## src/rtl/pipa_count_req.sv

```systemverilog
// PIPA pending-count tracker: accumulates signed per-channel pulse counts
// and raises one round-robin increment request at a time until it is acked.
//
// Ports:
//   CLOCK, rst        sole clock, synchronous active-high reset
//   PIPSAM            sample strobe for PIPAP_/PIPAM_
//   PIPAP_, PIPAM_    active-low plus/minus pulses, one bit per channel
//   ACK               grant for the current request
//   CLRF              clears the sticky FAIL/OVF flags
//   REQ, REQCH, REQDN request pending, its channel, 0=PINC 1=MINC
//   PEND              flattened signed counts, channel i at [i*PW +: PW]
//   FAIL, OVF         sticky plus-and-minus-together / saturation flags
module pipa_count_req #(
    parameter int NCH = 3,
    parameter int PW  = 4,
    parameter int CW  = 2
) (
    input  logic              CLOCK,
    input  logic              rst,
    input  logic              PIPSAM,
    input  logic [NCH-1:0]    PIPAP_,
    input  logic [NCH-1:0]    PIPAM_,
    input  logic              ACK,
    input  logic              CLRF,
    output logic              REQ,
    output logic [CW-1:0]     REQCH,
    output logic              REQDN,
    output logic [NCH*PW-1:0] PEND,
    output logic [NCH-1:0]    FAIL,
    output logic [NCH-1:0]    OVF
);

    typedef enum logic {ST_IDLE, ST_BUSY} state_t;

    localparam logic signed [PW+1:0] ONE   = (PW+2)'(1);
    localparam logic signed [PW+1:0] MAXV  = (PW+2)'(2**(PW-1)-1);
    localparam logic signed [PW+1:0] NMAXV = -MAXV;

    state_t               r_state;
    state_t               w_state_nxt;
    logic [CW-1:0]        r_reqch;
    logic [CW-1:0]        w_reqch_nxt;
    logic                 r_reqdn;
    logic                 w_reqdn_nxt;
    logic [CW-1:0]        r_rr;
    logic [CW-1:0]        w_rr_nxt;
    logic [NCH-1:0]       r_fail;
    logic [NCH-1:0]       r_ovf;
    logic [PW-1:0]        r_pend     [NCH];
    logic [PW-1:0]        w_pend_nxt [NCH];
    logic signed [PW+1:0] w_sum      [NCH];
    logic [NCH-1:0]       w_fail_set;
    logic [NCH-1:0]       w_ovf_set;
    logic                 w_ack;
    logic                 w_found;
    logic [CW-1:0]        w_sel;
    logic [CW:0]          w_idx;

    // ACK only counts while a request is actually committed.
    assign w_ack = (r_state == ST_BUSY) && ACK;

    always_comb begin
        w_fail_set = '0;
        w_ovf_set  = '0;
        for (int i = 0; i < NCH; i++) begin
            w_sum[i] = {{2{r_pend[i][PW-1]}}, r_pend[i]};
            if (PIPSAM && !PIPAP_[i] && PIPAM_[i])
                w_sum[i] = w_sum[i] + ONE;
            if (PIPSAM && PIPAP_[i] && !PIPAM_[i])
                w_sum[i] = w_sum[i] - ONE;
            if (PIPSAM && !PIPAP_[i] && !PIPAM_[i])
                w_fail_set[i] = 1'b1;
            if (w_ack && (r_reqch == CW'(i)))
                w_sum[i] = r_reqdn ? w_sum[i] + ONE
                                   : w_sum[i] - ONE;
            // Symmetric clamp: the most-negative code is never produced.
            w_pend_nxt[i] = w_sum[i][PW-1:0];
            if (w_sum[i] > MAXV) begin
                w_pend_nxt[i] = MAXV[PW-1:0];
                w_ovf_set[i]  = 1'b1;
            end else if (w_sum[i] < NMAXV) begin
                w_pend_nxt[i] = NMAXV[PW-1:0];
                w_ovf_set[i]  = 1'b1;
            end
        end
    end

    // Round-robin search over registered counts, starting at r_rr.
    always_comb begin
        w_found = 1'b0;
        w_sel   = '0;
        w_idx   = '0;
        for (int k = 0; k < NCH; k++) begin
            w_idx = {1'b0, r_rr} + (CW+1)'(k);
            if (w_idx >= (CW+1)'(NCH))
                w_idx = w_idx - (CW+1)'(NCH);
            if (!w_found && (r_pend[w_idx[CW-1:0]] != '0)) begin
                w_found = 1'b1;
                w_sel   = w_idx[CW-1:0];
            end
        end
    end

    always_comb begin
        w_state_nxt = r_state;
        w_reqch_nxt = r_reqch;
        w_reqdn_nxt = r_reqdn;
        w_rr_nxt    = r_rr;
        unique case (r_state)
            ST_IDLE: begin
                if (w_found) begin
                    w_state_nxt = ST_BUSY;
                    w_reqch_nxt = w_sel;
                    w_reqdn_nxt = r_pend[w_sel][PW-1];
                end
            end
            ST_BUSY: begin
                if (ACK) begin
                    w_state_nxt = ST_IDLE;
                    w_rr_nxt    = (r_reqch == CW'(NCH-1)) ? '0
                                : r_reqch + CW'(1);
                end
            end
            default: w_state_nxt = ST_IDLE;
        endcase
    end

    always_ff @(posedge CLOCK) begin
        if (rst) begin
            r_state <= ST_IDLE;
            r_reqch <= '0;
            r_reqdn <= 1'b0;
            r_rr    <= '0;
            r_fail  <= '0;
            r_ovf   <= '0;
            for (int i = 0; i < NCH; i++)
                r_pend[i] <= '0;
        end else begin
            r_state <= w_state_nxt;
            r_reqch <= w_reqch_nxt;
            r_reqdn <= w_reqdn_nxt;
            r_rr    <= w_rr_nxt;
            // A set in the same cycle wins over CLRF.
            r_fail  <= (CLRF ? '0 : r_fail) | w_fail_set;
            r_ovf   <= (CLRF ? '0 : r_ovf) | w_ovf_set;
            for (int i = 0; i < NCH; i++)
                r_pend[i] <= w_pend_nxt[i];
        end
    end

    assign REQ   = (r_state == ST_BUSY);
    assign REQCH = r_reqch;
    assign REQDN = r_reqdn;
    assign FAIL  = r_fail;
    assign OVF   = r_ovf;

    for (genvar g = 0; g < NCH; g++) begin : g_pend
        assign PEND[g*PW +: PW] = r_pend[g];
    end

endmodule

```

## config.mk

```make
export PLATFORM = sky130hd
export DESIGN_NAME = pipa_count_req
export DESIGN_NICKNAME = d
export VERILOG_FILES = /design/src/rtl/pipa_count_req.sv
export SDC_FILE = /design/constraint.sdc
export NUM_CORES = 1
export LEC_CHECK = 0
export BUFFER_PORTS_ARGS = -buffer_cell sky130_fd_sc_hd__buf_2
export CORE_MARGIN = 4
export CORE_UTILIZATION = 55
export CTS_BUF_LIST = sky130_fd_sc_hd__clkbuf_8 sky130_fd_sc_hd__clkbuf_16
export DETAILED_ROUTE_END_ITERATION = 7
export PLACE_DENSITY_LB_ADDON = 0.15
export SLEW_MARGIN = 15
export SYNTH_ARGS = -nofsm -noshare
export SYNTH_HDL_FRONTEND = slang
export SYNTH_SLANG_ARGS = --single-unit
```

## constraint.sdc

```tcl
create_clock -name CLOCK -period 5.05 [get_ports CLOCK]
set_input_delay 0.7575 -clock CLOCK [delete_from_list [all_inputs] [get_ports CLOCK]]
set_output_delay 0.7575 -clock CLOCK [all_outputs]
set_load 0.02 [all_outputs]
```

After elaboration in Yosys (flattened, before gate mapping)
Memories as Yosys holds them, arrays and structs flattened. A register that Yosys moved wholly into a read port is not among the register bits.
Cells that the tools add are included.
{"block": "op_classes", "addsub": 18, "magnitude_cmp": 9, "eq_ne": 2, "mux": 48, "n_bitwise": 6, "reduce_logical": 35}
{"op": "two-way mux 6 bit", "n": 12}
{"op": "two-way mux 4 bit", "n": 9}
{"op": "subtractor 6 x 2 -> 6 bit (second input constant)", "n": 6}
{"op": "logical AND 1 bit", "n": 21}
{"op": "adder 6 x 2 -> 6 bit (second input constant)", "n": 3}
{"op": "greater-than comparator 6 x 4 -> 1 bit (second input constant)", "n": 3}
{"op": "less-than comparator 6 x 4 -> 1 bit (second input constant)", "n": 3}
{"op": "two-way mux 1 bit", "n": 17}
{"op": "adder 4 x 2 -> 5 bit (second input constant)", "n": 3}
{"op": "two-way mux 2 bit", "n": 7}
{"op": "nonzero test 4 bit", "n": 3}
{"op": "zero test 1 bit", "n": 8}
{"op": "greater-or-equal comparator 3 x 2 -> 1 bit (second input constant)", "n": 2}
{"op": "two-way mux 3 bit", "n": 2}
{"op": "bitwise OR 3 bit", "n": 2}
{"op": "subtractor 2 bit (second input constant)", "n": 3}
{"op": "AND reduction 2 bit", "n": 2}
{"op": "adder 2 x 1 -> 3 bit (second input constant)", "n": 1}
{"op": "adder 2 x 2 -> 3 bit (second input constant)", "n": 1}
{"op": "bitwise OR 1 bit", "n": 3}
{"op": "adder 2 x 1 -> 2 bit (second input constant)", "n": 1}
{"op": "== test 2 x 1 -> 1 bit (second input constant)", "n": 1}
{"op": "== test 2 bit (second input constant)", "n": 1}
{"op": "greater-or-equal comparator 2 bit (second input constant)", "n": 1}
{"op": "other kinds (3)", "n": 3}
{"block": "totals", "regBits": 11, "ram_bits": 12, "input_bits": 11, "output_inout_bits": 22, "wordCells": 124, "mem_count": 1}
{"memory": "r_pend", "depth": 3, "width": 4, "rd": 7, "rd_ports_with_merged_regs": 1, "wr": 3, "line": "49", "source": "logic [PW-1:0] r_pend [NCH];"}

Logic depth before layout (Yosys ltp)
{"block": "depth", "ltp_word": 13, "depth_mapped": 17, "depth_no_buf": 16}

Worst setup path after synthesis
OpenSTA, ideal clock, no wires.
{"block": "synth_path", "kind": "input-to-reg", "from": "input port PIPSAM", "to": "register r_ovf[1], in the netlist OVF[1]", "setup_time_ns": 0.079, "arrival_ns": 4.008, "required_time_ns": 4.971, "slack_ns": 0.963, "cell_stages": 17, "n_path_buf": 3, "cell_sequence": "buf_4 > buf_2 > buf_2 > nand2_1 > mux2i_1 > ha_1 > nand3b_1 > a21oi_1 > xnor2_1 > ha_1 > and4b_1 > a211o_1 > nor4_1 > nor3_1 > o31a_1 > or4_1 > o211ai_1"}
{"block": "synth_via", "elab_chain_len": 12}
{"item": "from (decl)", "line": "20", "source": "input logic PIPSAM,"}
{"item": "logical AND 1 bit (2 in a row)", "line": "67", "source": "if (PIPSAM && !PIPAP_[i] && PIPAM_[i])"}
{"item": "two-way mux 6 bit", "line": "67"}
{"item": "subtractor 6 x 2 -> 6 bit", "line": "70", "source": "w_sum[i] = w_sum[i] - ONE;"}
{"item": "two-way mux 6 bit *", "line": "69", "source": "if (PIPSAM && PIPAP_[i] && !PIPAM_[i])"}
{"item": "subtractor 6 x 2 -> 6 bit / adder 6 x 2 -> 6 bit (equally long branches)", "line": "75, 74"}
{"item": "two-way mux 6 bit", "line": "74", "source": "w_sum[i] = r_reqdn ? w_sum[i] + ONE"}
{"item": "two-way mux 6 bit *", "line": "73", "source": "if (w_ack && (r_reqch == CW'(i)))"}
{"item": "less-than comparator 6 x 4 -> 1 bit", "line": "81", "source": "end else if (w_sum[i] < NMAXV) begin"}
{"item": "two-way mux 1 bit", "line": "81"}
{"item": "two-way mux 1 bit *", "line": "78", "source": "if (w_sum[i] > MAXV) begin"}
{"item": "bitwise OR 3 bit *", "line": "145", "source": "r_ovf <= (CLRF ? '0 : r_ovf) | w_ovf_set;"}
{"item": "to (signal assigned)", "line": "145"}
{"item": "to (decl)", "line": "48", "source": "logic [NCH-1:0] r_ovf;"}
Every way passes the cells marked *; elsewhere a longest branch is shown, timed or not.
A chain may end at the register's enable or synchronous reset.

==> run summary <==
sequential share of power -> 19.8%
xor/xnor share of the synthesized area -> 5.823%
Setup-failing EPs final -> 0
Power Total -> 0.001909 W
fraction of layout cells with a size suffix above 1 -> 12.11%
Logic pwr share -> 71.3%
Port Buffers -> 32
I/O pin cnt -> 33
clk sinks -> 24
drt via density -> 6.426
drt drc -> 0
simple-gate share of the synthesized area -> 29.38%
Slew Limit Fails -> 0
Final period util -> 83.73%
RSZ-0062 raised after global routing -> false
die width -> 79.82 µm
Core Area -> 4848 µm²
Final Net Count -> 423
detailed-placement wirelength estimate -> 5538 µm
Synth Instances -> 372
initial antenna violation count -> 0
Hold Buf Count CTS -> 0
area grow syn2layout -> 8.205%
r2r setup slk -> 850 ps
root buf cell -> clkbuf_8
cell area after synthesis -> 2836 µm²
switching share of power -> 50.36%
drt wl/cell -> 16.11 µm
1st-pass router iterations -> 4
largest family of logic cells by synthesized area -> simple AND/OR/NAND/NOR gates
register area share after synthesis -> 16.94%
clock buffer depth -> 2
Synth Warn # -> 0
first-pass GRT wire length -> 12590 µm
GRT Total Usage -> 24.05%
EDFF count, synth -> 0
Iteration-0 DRC Markers -> 177
RR Endpoint -> r_pend[0][0]$_SDFF_PP0_
clock skew -> 8.456 ps
Async SR Flop Fraction -> 0%
syn avg cell area -> 7.625 µm²
Primary FF master, synth -> dfxtp_1
Peak Freq -> 236.5 MHz
Slew Limit Headroom -> 29.31%
CTS H-tree lvls -> 1
clk_lat worst skew -> 270 ps
distinct cell type count after synthesis -> 69
total wire length -> 7328 µm
crit path DAT -> 4410 ps
post-cts sizing count -> 0
Worst R2R Start -> r_pend[0][0]$_SDFF_PP0_
Clk pwr share -> 9.0%
hold depth -> 2
CP required -> 5230 ps
GPL Wtd Cong -> 0.8884
pin count of the biggest net entering global routing -> 33
multiplexer share of the synthesized area -> 5.073%
status -> finished clean
Synth Area in Compound Gates -> 25.94%
critical path endpoint category -> register
worst-margin pin slew -> 1051 ps
Routed Antenna Nets -> 0
Max VDD drop -> 349.6 µV
ANT cells -> 0
worst hold endpoint -> OVF[2]$_SDFF_PP0_
CTS buffer count -> 3
synthesized flop and latch total -> 24
Via Count -> 2924
Pleak -> 1.261 nW
Switch Pwr -> 0.0009616 W
die area -> 6370 µm²
Hold/Removal Path Class -> reg2reg
num rows -> 25
Synth Area in Adders -> 11.29%
Setup CP Type -> in2reg
syn_nets -> 406
CTS tree -> built
Total Neg Setup Slack -> 0 ps
clock-pin slew on the worst setup and hold paths -> 90 ps
# Post-CTS Setup Buffers -> 0
internal power -> 0.0009477 W
Hold Startpoint -> OVF[2]$_SDFF_PP0_
pwr/cell area -> 622.1 nW/µm²
Max-Cap Viols -> 0
initial core utilization -> 58.50%
Die Span Y -> 79.82 µm
vias in the first global route -> 2712
grt total ovfl -> 0
worst reg-to-reg path cell count -> 16
CP startpoint kind -> primary input
CP Max Fanout -> 13
minimum clock period -> 4229 ps
Fin. Hold Viols -> 0
critical path: stages:
cell and delay (ps):
buf_2 220, nand3b_1 190, nor2_1 130, a21oi_1 50
ha_1 210, and3b_1 180, o21ai_0 210, xnor2_1 200
ha_1 350, and4b_1 230, a211o_1 250, nor4_2 180
nor3_1 100, or4_1 650, and4b_1 260, a311oi_1 230
placed cells by master (no fill, tap or decap), drive strengths merged, types with 11 or more instances in the layout:
| cell type | count |
|---|---|
| ha | 20 |
| nor3 | 12 |
| mux2i | 11 |
| nor2 | 30 |
| a21oi | 24 |
| dfxtp | 24 |
| xnor2 | 11 |
| nand2 | 29 |
| inv | 18 |
| buf | 33 |
| o21ai | 18 |
cells by family after synthesis:
logic type | count (synthesis)
simple gates | 148
compound gates | 105
buf+inv | 39
fa+ha+maj | 24
flops | 24
xor+xnor | 18
mux | 14
registers in the layout, indices dropped and copies added, names as in the netlist:
name    count
OVF         3
FAIL        3
REQ         1
r_pend     12
r_rr        2
REQCH       2
REQDN       1
power groups by stage:
stage / registers [W] / logic (W) / clock network, W
after floorplan: 0.000396 / 0.00104 / 0
after CTS: 0.000374 / 0.00135 / 0.000178
after global routing: 0.000395 / 0.00152 / 0.000184
final: 0.000377 / 0.00136 / 0.000172
after global placement: 0.000375 / 0.00131 / 0
after detailed placement: 0.000378 / 0.00135 / 0
cells in the mapped netlist, types with 3 or more instances:
cell       number  area [µm²]
inv_1          18       67.56
o22ai_1         4       25.02
xor2_1          7       61.31
fa_1            3       60.06
and3b_1         3       26.28
or3_1          10       62.56
o21ai_0        15       75.07
o2bb2ai_1       3       26.28
o41ai_1         3       26.28
nor2_1         30       112.6
clkbuf_1       12       45.04
o21a_1          5       37.54
o21ai_1         3       15.01
nand4b_1        8       70.07
a21oi_1        24       120.1
dfxtp_1        24       480.5
mux2i_1        11       110.1
buf_2           6       30.03
nand2_1        29       108.9
nor3b_1         3       22.52
nand3b_1        8       60.06
and4b_1         5       50.05
nor3_1         12       60.06
o31a_1          3       26.28
a211oi_1        6       45.04
nor2b_1         3       18.77
ha_1           20       250.2
nand2b_1        6       37.54
xnor2_1        10       87.58
or2_2           3       18.77
nand4_1         3       18.77
a21o_1          3       22.52
a311oi_1        4       35.03
o211ai_1        5       37.54
nor4_1          6       37.54
nand3_1        10       50.05
area by class of cell:
type,count,area (µm²)
clock inverters,1,30.03
multi-input cells,309,2198
clock buffers,3,41.29
fillers,442,1779
flip-flops and latches,24,480.5
repair buffers,33,167.7
inverters,18,67.56
well taps,67,83.83
layer usage:
| layer | GRT usage, % | part of all wire (%) | wire length [µm] | vias up |
|---|---|---|---|---|
| met3 | 2.935 | 5.4 | 393 | 4 |
| met2 | 41.40 | 48 | 3541 | 88 |
| li1 | - | - | - | 1444 |
| met1 | 32.38 | 46 | 3356 | 1388 |
| met4 | 4.392 | 0.49 | 36 | 0 |
| met5 | 0 | 0 | 0 | - |
stage by stage:
step	std cells	utilization (%)	setup slack [ps]	instance area (µm²)	hold slack, ps
6_report	455	63.30	821.5	3069	476.7
3_3_place_gp	451	61.83	706.9	2998	450.4
2_1_floorplan	372	-	963.3	2836	453.0
5_1_grt	455	63.30	501.1	3069	512.8
4_1_cts	455	63.30	867.1	3069	478.1
3_5_place_dp	451	61.83	591.9	2998	464.7
how the worst max path moves through the flow:
stage / slack, ps / depth (start not counted) / end / start
after floorplan: 960 / 17 / OVF[1]$_SDFF_PP0_ / PIPSAM
after global placement: 710 / 16 / OVF[0]$_SDFF_PP0_ / PIPSAM
after detailed placement: 590 / 16 / r_pend[0][0]$_SDFF_PP0_ / PIPSAM
after CTS: 870 / 16 / r_pend[0][0]$_SDFF_PP0_ / PIPSAM
after global routing: 500 / 16 / r_pend[0][0]$_SDFF_PP0_ / r_pend[0][0]$_SDFF_PP0_
final: 820 / 16 / r_pend[0][0]$_SDFF_PP0_ / PIPSAM
No activity file was read; power rests on OpenSTA's default activity.
